### config.mk
export PLATFORM = sky130hd
export DESIGN_NAME = pellet_map
export DESIGN_NICKNAME = d
export VERILOG_FILES = /design/src/rtl/pellet_map.sv
export SDC_FILE = /design/constraint.sdc
export NUM_CORES = 2
export LEC_CHECK = 0
export BUFFER_PORTS_ARGS = -buffer_cell sky130_fd_sc_hd__buf_2
export CORE_MARGIN = 3
export CORE_UTILIZATION = 65
export CTS_BUF_LIST = sky130_fd_sc_hd__clkbuf_2 sky130_fd_sc_hd__clkbuf_4 sky130_fd_sc_hd__clkbuf_8
export DETAILED_ROUTE_END_ITERATION = 12
export MAX_ROUTING_LAYER = met4
export PLACE_DENSITY_LB_ADDON = 0.08
export SYNTH_ARGS = -nofsm -noshare
export SYNTH_HDL_FRONTEND = slang
export SYNTH_SLANG_ARGS = --single-unit
### constraint.sdc
create_clock -name clk -period 30.2 [get_ports clk]
set_input_delay 4.53 -clock clk [delete_from_list [all_inputs] [get_ports clk]]
set_output_delay 4.53 -clock clk [all_outputs]
set_load 0.02 [all_outputs]
### src/rtl/pellet_map.sv
// -----------------------------------------------------------------------------
// pellet_map
//   Writable per-tile pellet store. After reset, or on an init_req pulse, it
//   walks every tile once, one tile per clock, in row-major order. For each
//   tile it looks the wall bit up through the external maze wall table and
//   stores pellet = ~wall. Once the sweep is done it serves renderer reads and
//   Pac-Man eat requests, tracks how many pellets remain, and flags level clear.
//
// Ports
//   clk, rst            : single clock; asynchronous active-high reset
//   init_req            : one-cycle pulse, refill the map from the wall table
//   wall_row/wall_col   : tile currently being fetched from the wall table
//   wall_data           : wall bit for (wall_row, wall_col), same cycle
//   rd_row/rd_col       : renderer read coordinates
//   rd_pellet           : pellet at the read tile, one cycle later
//   eat_valid/row/col   : eat request for one tile
//   eat_ack             : one-cycle pulse, a pellet was present and is now gone
//   pellets_left        : pellets remaining in the map
//   level_clear         : map ready and no pellets left
//   busy                : sweep in progress
// -----------------------------------------------------------------------------
module pellet_map #(
    parameter int ROWS  = 31,
    parameter int COLS  = 28,
    parameter int CNT_W = 10
) (
    input  logic             clk,
    input  logic             rst,
    input  logic             init_req,
    output logic [4:0]       wall_row,
    output logic [4:0]       wall_col,
    input  logic             wall_data,
    input  logic [4:0]       rd_row,
    input  logic [4:0]       rd_col,
    output logic             rd_pellet,
    input  logic             eat_valid,
    input  logic [4:0]       eat_row,
    input  logic [4:0]       eat_col,
    output logic             eat_ack,
    output logic [CNT_W-1:0] pellets_left,
    output logic             level_clear,
    output logic             busy
);

    typedef enum logic {
        SWEEP = 1'b0,
        READY = 1'b1
    } state_t;

    localparam logic [4:0] ROW_LIM  = 5'(ROWS);
    localparam logic [4:0] COL_LIM  = 5'(COLS);
    localparam logic [4:0] ROW_LAST = 5'(ROWS - 1);
    localparam logic [4:0] COL_LAST = 5'(COLS - 1);

    state_t           state, state_nx;
    logic [4:0]       ptr_row, ptr_col;
    logic [4:0]       ptr_row_nx, ptr_col_nx;
    logic [CNT_W-1:0] cnt, cnt_nx;
    logic             ack_p1, ack_nx;
    logic             rdp_p1, rdp_nx;
    logic             lvl_p1, lvl_nx;

    // Pellet bits are data: never reset, only meaningful after a full sweep.
    logic [COLS-1:0]  pellet_q [ROWS];

    logic             sweep_we;
    logic             eat_hit;
    logic             eat_ok;
    logic             rd_ok;
    logic             eat_bit;
    logic             rd_bit;

    // Range-checked array lookups; out-of-range coordinates read as no pellet.
    always_comb begin
        eat_ok  = (eat_row < ROW_LIM) && (eat_col < COL_LIM);
        rd_ok   = (rd_row < ROW_LIM) && (rd_col < COL_LIM);
        eat_bit = 1'b0;
        rd_bit  = 1'b0;
        if (eat_ok) begin
            eat_bit = pellet_q[eat_row][eat_col];
        end
        if (rd_ok) begin
            rd_bit = pellet_q[rd_row][rd_col];
        end
    end

    // Next-state and next-output logic.
    always_comb begin
        state_nx   = state;
        ptr_row_nx = ptr_row;
        ptr_col_nx = ptr_col;
        cnt_nx     = cnt;
        ack_nx     = 1'b0;
        sweep_we   = 1'b0;
        eat_hit    = 1'b0;
        // Reads sample the array before any eat write lands this cycle.
        rdp_nx     = (state == READY) && rd_bit;

        case (state)
            SWEEP: begin
                if (init_req) begin
                    // Restart: the partial sweep so far is simply overwritten.
                    ptr_row_nx = '0;
                    ptr_col_nx = '0;
                    cnt_nx     = '0;
                end else begin
                    sweep_we = 1'b1;
                    cnt_nx   = cnt + CNT_W'(!wall_data);
                    if (ptr_col == COL_LAST) begin
                        ptr_col_nx = '0;
                        if (ptr_row == ROW_LAST) begin
                            ptr_row_nx = '0;
                            state_nx   = READY;
                        end else begin
                            ptr_row_nx = ptr_row + 5'd1;
                        end
                    end else begin
                        ptr_col_nx = ptr_col + 5'd1;
                    end
                end
            end

            READY: begin
                if (init_req) begin
                    // init_req outranks a simultaneous eat.
                    state_nx   = SWEEP;
                    ptr_row_nx = '0;
                    ptr_col_nx = '0;
                    cnt_nx     = '0;
                end else if (eat_valid && eat_ok && eat_bit && (cnt != '0)) begin
                    eat_hit = 1'b1;
                    ack_nx  = 1'b1;
                    cnt_nx  = cnt - CNT_W'(1);
                end
            end

            default: begin
                state_nx = SWEEP;
            end
        endcase

        // Looks at the next count so the flag rises together with the last ack.
        lvl_nx = (state_nx == READY) && (cnt_nx == '0);
    end

    // ---- control register stage ----
    always_ff @(posedge clk or posedge rst) begin
        if (rst) begin
            state   <= SWEEP;
            ptr_row <= '0;
            ptr_col <= '0;
            cnt     <= '0;
            ack_p1  <= 1'b0;
            rdp_p1  <= 1'b0;
            lvl_p1  <= 1'b0;
        end else begin
            state   <= state_nx;
            ptr_row <= ptr_row_nx;
            ptr_col <= ptr_col_nx;
            cnt     <= cnt_nx;
            ack_p1  <= ack_nx;
            rdp_p1  <= rdp_nx;
            lvl_p1  <= lvl_nx;
        end
    end

    // ---- pellet array write stage ----
    // Sweep writes and eat writes are mutually exclusive by state.
    always_ff @(posedge clk) begin
        if (sweep_we) begin
            pellet_q[ptr_row][ptr_col] <= !wall_data;
        end
        if (eat_hit) begin
            pellet_q[eat_row][eat_col] <= 1'b0;
        end
    end

    assign wall_row     = ptr_row;
    assign wall_col     = ptr_col;
    assign busy         = (state == SWEEP);
    assign rd_pellet    = rdp_p1;
    assign eat_ack      = ack_p1;
    assign pellets_left = cnt;
    assign level_clear  = lvl_p1;

endmodule

## After elaboration in Yosys (flattened, before gate mapping)

Memories as Yosys holds them, arrays and structs flattened.
Cells that the tools add are included.

| word-level totals | value |
|---|---|
| register bits | 24 |
| bits in writable memories | 868 |
| bits of input ports | 25 |
| output and inout bits | 24 |
| logic and storage cells | 78 |
| memories kept | 1 |

Memory list:

| memory | words | bits a word | read ports | clocked after memory_dff | wr ports | line | RTL |
|---|---|---|---|---|---|---|---|
| pellet_q | 31 | 28 | 2 | 0 | 1 | 64 | `logic [COLS-1:0] pellet_q [ROWS];` |

| cells by class | value |
|---|---|
| add/sub/neg operators | 4 |
| $lt $le $gt $ge | 9 |
| equal/unequal tests | 4 |
| muxes and demuxes | 38 |
| bitwise gates (word level) | 1 |
| reductions and logical operators | 14 |

Operators with widths:

| cell | count |
|---|---|
| two-way mux 28 bit | 4 |
| two-way mux 5 bit | 7 |
| two-way mux 10 bit | 3 |
| OR reduction 28 bit | 1 |
| less-than comparator 5 bit, second input constant | 4 |
| case mux 10 bit (2 select lines) | 1 |
| case mux 5 bit (2 select lines) | 2 |
| less-than comparator 5 x 6 -> 1 bit, second input constant | 3 |
| two-way mux 1 bit | 16 |
| adder 10 x 1 -> 10 bit | 1 |
| adder 5 x 1 -> 5 bit, second input constant | 2 |
| binary-select mux 1 bit (select 5 bit) | 2 |
| demux 1 bit (select 5 bit) | 2 |
| == test 5 bit, second input constant | 2 |
| greater-or-equal comparator 5 x 1 -> 1 bit, second input constant | 2 |
| zero test 10 bit | 1 |
| nonzero test 10 bit | 1 |
| subtractor 10 x 1 -> 10 bit, second input constant | 1 |
| logical AND 1 bit | 9 |
| != test 3 x 2 -> 1 bit, second input constant | 1 |
| != test 2 bit, second input constant | 1 |
| case mux 1 bit (2 select lines) | 1 |
| AND reduction 2 bit | 1 |
| zero test 1 bit | 1 |
| inverter 1 bit | 1 |

## Longest topological paths before layout

An unclocked memory read counts as a cell.

| depth | value |
|---|---|
| depth in word-level cells | 13 |
| mapped depth | 20 |

## Worst setup path after synthesis

OpenSTA, ideal clock, no wires.

| path | value |
|---|---|
| path kind | input-to-reg |
| start point | input eat_row[1] |
| end point | memory pellet_q[0][0], data pin |
| library setup time | 4.233 ns |
| data arrival time | 27.202 ns |
| required time | 25.967 ns |
| slack | -1.235 ns |
| cell stages on the path | 13 |
| path through | buf_2 > buf_1 > clkbuf_1 > mux4_2 > o2111ai_2 > nand4_1 > a2111oi_0 > nand4_1 > nor4_4 > a21oi_1 > buf_2 > buf_4 > nor2_1 |

| between the ends | value |
|---|---|
| word-level cells in the longest chain between the ends | 13 |
| elaborated cells on any way between the ends | 16 |
| classes of those cells | order compare (1); mux (9); reduce/logical (5); memory (1) |

Ends and longest elaborated chain:

| element | line | RTL |
|---|---|---|
| start, declared | 37 | `input logic [4:0] eat_row,` |
| memory read (31 x 28 bit) | n/a |  |
| binary-select mux 1 bit (select 5 bit) | 80 | `eat_bit = pellet_q[eat_row][eat_col];` |
| two-way mux 1 bit (not written as such) | 80 |  |
| two-way mux 1 bit | 79 | `if (eat_ok) begin` |
| logical AND 1 bit * (2 in a row) | 130 | `end else if (eat_valid && eat_ok && eat_bit && (cnt != '0)) begin` |
| two-way mux 1 bit * (3 in a row) | n/a |  |
| via ack_nx | 59 | `logic ack_p1, ack_nx;` |
| two-way mux 1 bit * | 173 | `if (eat_hit) begin` |
| two-way mux 28 bit (not written as such) * | 174 | `pellet_q[eat_row][eat_col] <= 1'b0;` |
| OR reduction 28 bit (no line) * | n/a |  |
| two-way mux 28 bit (no line) * | n/a |  |
| end, declared | 64 |  |

The timed path passes the listed nets; every way through them passes the cells marked *. The select of a mux whose other input is x is not followed.

## Worst setup path after layout

| path | value |
|---|---|
| start point | input eat_row[0] |
| end point | memory pellet_q[2][2], data pin |

| between the ends | value |
|---|---|
| word-level cells in the longest chain between the ends | 13 |
| elaborated cells on any way between the ends | 16 |
| classes of those cells | order compare (1); mux (9); reduce/logical (5); memory (1) |

Ends and longest elaborated chain:

| element | line | RTL |
|---|---|---|
| memory read (31 x 28 bit) | n/a |  |
| binary-select mux 1 bit (select 5 bit) | 80 |  |
| two-way mux 1 bit (not written as such) | 80 |  |
| two-way mux 1 bit | 79 |  |
| logical AND 1 bit * (2 in a row) | 130 |  |
| two-way mux 1 bit * | 130 |  |
| two-way mux 1 bit * | 124 | `if (init_req) begin` |
| two-way mux 1 bit * | 99 | `case (state)` |
| two-way mux 1 bit * | 173 |  |
| two-way mux 28 bit (not written as such) * | 174 |  |
| OR reduction 28 bit (no line) * | n/a |  |
| two-way mux 28 bit (no line) * | n/a |  |

Mark *: on every way between the ends. The rest lies on a longest branch, timed or not. The select of a mux whose other input is x is not followed.

==> impl_metrics.ini <==
[floorplan]
dieWidth_um = 278
design.die.area_sq_mm = 0.0770
floorplan.io_pins = 49
initial_utilization = 0.664
coreArea_sq_mm = 0.0722
die_y_um = 278
placement_rows = 98

[placement]
detailedPlacementHpwl_um = 89400
place.port_buffers = 48
place_area_sq_mm = 0.0489
gp_congestion = 0.964

[finish]
num-nets-final = 3593
multi_input_comb_area_sq_mm = 0.0198
filler_cell_count = 4936
area.growth.synth_to_final_pct = 7.89
register_area_sq_mm = 0.0267
final_cell_area_sq_mm = 0.0517
layout-drive-gt1-share = 0.234

[sta]
setup_tns_ps = 0
worst_clock_skew_ps = 38.8
slew_violations = 0
fin_hold_ws_ps = 709
worst-slew-pin-transition_ps = 1260
max_clock_freq_ghz = 0.0779
period_needed_ps = 12840
final-setup-viol-count = 0
slew_headroom = 0.159
timing.final.hold_violations = 0
grt_setup_unrepaired = false
period_share = 0.425

[grt]
grt_overflow_total = 0
first_global_vias = 33700
grt_max_degree = 283
grt_first_pass_wirelength_um = 227000
initial_antenna_violation_count = 7
grtUsageTotal = 0.420

[pwr]
power.internal_w = 0.00198
vdd_drop_max_mv = 0.0707
power.share.combinational = 0.100
p_seq_frac = 0.511
p_leak_nw = 16.5
netSwitchingPower_w = 0.000687
switching_share = 0.257
p_clk_frac = 0.389
pwr_density_cell_mw_per_mm2 = 51.6

[clocking]
postCtsResizedCells = 0
clock-root-buffer = clkbuf_8
cts.path.max_buffers = 3
post-cts-setup-buffer-count = 0
postCtsHoldBufs = 0
ctsHtreeMaxLevel = 4
clkSlewWorstSetupHoldPaths_ps = 60
numCtsBuffers = 150
tritoncts = built
clkSinkCount = 892
clock_latency_ps = 840

[yosys]
synthesis.area_per_instance_sq_um = 13.3
syn_nets = 3642
synth-edff-count = 868
ys_seq_area_frac = 0.556
dominantRegCellSynth = edfxtp_1
synth_top_cells_by_area = edfxtp_1, mux4_2, nor2_1, mux2i_1, buf_2
mappedNetlistArea_sq_mm = 0.0479
yosys_reg_bits = 892
netlist_instances = 3608
synthDominantAreaCellType = edfxtp_1
synth.lib_cells_used.distinct = 88
ys.warnings.count = 0
async_set_or_reset_flop_fraction_in_the_synthesized_netlist = 0.0269
synthDominantCellAreaShare = 0.544

[critical_path]
end_kind = flip-flop
r2r.worst_path.cells = 14
highest_fanout_seen_on_the_critical_path = 123
regToRegStartpoint = pellet_q[28][10]
crit_path_start_kind = input pin
rrSetupSlack_ps = 22800
crit_required_ps = 30660
worst_r2r_endpoint = pellet_q[2][2]
worst_ep_arrival_time_ps = 13290
timing_worst_setup_path_type = in -> reg

[drt]
final_antenna_net_count = 0
drc_errors_left = 0
routed-via-count = 34800
first_pass_iters = 8
post_drt_via_cell_ratio = 7.51
sum_of_routed_wire_length_over_all_layers_um = 157000
detail_route.wl_per_cell_um = 33.8
drt-initial-drc-count = 5915

[min_path]
worstHoldPathCells = 2
min-delay-start = wall_col[0]
worstHoldPathType = reg -> reg
worst_hold_path.endpoint = wall_col[0]

[flow_run]
max_cap_viol_count = 0

[outcome]
run_status = complete, no violations
-- sequential cells by signal, summed over array words and instances (netlist names) --
signal and count:
rd_pellet 1, level_clear 1, pellet_q 868, wall_col 5, pellets_left 10, eat_ack 1
wall_row 5, state 1
-- layout by cell type, fill, tap and decap left out, types with 20 or more instances in the layout --
master | Yosys | layout
a21oi_1 | 45 | 44
o21ai_0 | 56 | 56
clkbuf_8 | 0 | 155
a32oi_2 | 0 | 28
mux2i_1 | 268 | 268
o221ai_1 | 23 | 23
nor2_1 | 935 | 933
edfxtp_1 | 868 | 868
nand3_1 | 48 | 48
mux2_2 | 32 | 32
buf_2 | 178 | 44
dfrtp_1 | 24 | 24
nand2_1 | 119 | 119
a211oi_1 | 24 | 24
buf_4 | 30 | 109
nor3_1 | 34 | 34
a21oi_4 | 18 | 32
clkbuf_4 | 0 | 44
mux4_2 | 339 | 339
a22oi_1 | 54 | 54
clkinv_1 | 1 | 43
o22ai_1 | 20 | 20
-- critical path: stages --
cell and delay (ps):
buf_8 500, buf_4 790, buf_4 670, mux4_2 590, nand2_1 90, a2111oi_0 170, or4_1 610, nor4b_1 430
nand4_1 250, nor4_4 840, a21oi_4 80, buf_4 400, nor2_4 220, buf_4 680, buf_4 940, buf_4 980
-- how the worst max path moves through the flow --
stage	from	to	slack, ps	cells past startpoint
2_1_floorplan	eat_row[1]	pellet_q[0][0]	8150	13
3_3_place_gp	eat_row[0]	pellet_q[0][2]	17130	16
3_5_place_dp	eat_row[0]	pellet_q[4][25]	16780	16
4_1_cts	eat_row[0]	pellet_q[25][27]	17620	16
5_1_grt	eat_row[0]	pellet_q[2][2]	16990	16
6_report	eat_row[0]	pellet_q[2][2]	17360	16
-- power groups by stage --
stage | clock network, W | registers (W) | logic [W]
finish | 0.00104 | 0.00137 | 0.000267
floorplan | 0 | 0.00140 | 0.000166
detailed placement | 0 | 0.00139 | 0.000257
CTS | 0.00104 | 0.00136 | 0.000258
global route | 0.00110 | 0.00136 | 0.000275
global placement | 0 | 0.00139 | 0.000253
-- per-stage QoR --
stage                     setup slack (ps)  power, W  utilization  std cells
after floorplan                       8150   0.00157            -       3608
final                                17360   0.00267        0.716       4629
after detailed placement             16780   0.00165        0.677       4357
after global routing                 16990   0.00274        0.716       4626
after global placement               17130   0.00164        0.677       4356
after CTS                            17620   0.00266        0.716       4623
-- cell type report --
cell class	count	share of cell area
timing repair buffer	162	0.0229
tap	950	0.0230
inverter	19	0.00138
multi-input combinational	2334	0.382
antenna	6	0.000290
sequential	892	0.516
clock buffer	199	0.0477
clock inverter	67	0.00673
-- synth_stat cells, types with 5 or more instances --
| cell type | count |
|---|---|
| nor2_1 | 935 |
| edfxtp_1 | 868 |
| mux4_2 | 339 |
| mux2i_1 | 268 |
| buf_2 | 178 |
| nand2_1 | 119 |
| clkbuf_1 | 114 |
| o21ai_0 | 56 |
| a22oi_1 | 54 |
| nand3_1 | 48 |
| a21oi_1 | 45 |
| nor3_1 | 34 |
| mux2_2 | 32 |
| a32oi_1 | 31 |
| buf_1 | 30 |
| buf_4 | 30 |
| a211oi_1 | 24 |
| dfrtp_1 | 24 |
| o221ai_1 | 23 |
| o22ai_1 | 20 |
| a21oi_4 | 18 |
| nand2b_1 | 18 |
| nand4_1 | 18 |
| inv_1 | 17 |
| nor3_2 | 17 |
| a21oi_2 | 14 |
| a221oi_1 | 14 |
| a2111oi_0 | 12 |
| nor2b_1 | 12 |
| o2111ai_1 | 12 |
| buf_6 | 11 |
| a221o_1 | 10 |
| and2_1 | 10 |
| ha_1 | 9 |
| nor3b_1 | 9 |
| mux2_1 | 8 |
| o211ai_1 | 8 |
| and3_1 | 7 |
| a31oi_1 | 6 |
| nor4_1 | 6 |
| or2_2 | 6 |
| or4_1 | 6 |
| o21ai_1 | 5 |
| or3_1 | 5 |
-- layer usage --
| metal | track usage | share of wire | vias to the layer above |
|---|---|---|---|
| li1 | - | - | 13700 |
| met1 | 0.562 | 0.34 | 17300 |
| met2 | 0.579 | 0.43 | 3067 |
| met3 | 0.138 | 0.16 | 642 |
| met4 | 0.219 | 0.062 | 0 |
| met5 | - | 0 | - |
-- kinds of logic after synthesis --
group                    synth area share
AND/OR/NAND/NOR                     0.113
flip-flops                          0.556
multiplexers                        0.225
AO/OA/AOI/OAI                      0.0642
buffers and inverters              0.0386
adder cells (fa/ha/maj)           0.00235
XOR/XNOR                         0.000914
Note: power is estimated with default switching activity, not from simulation.
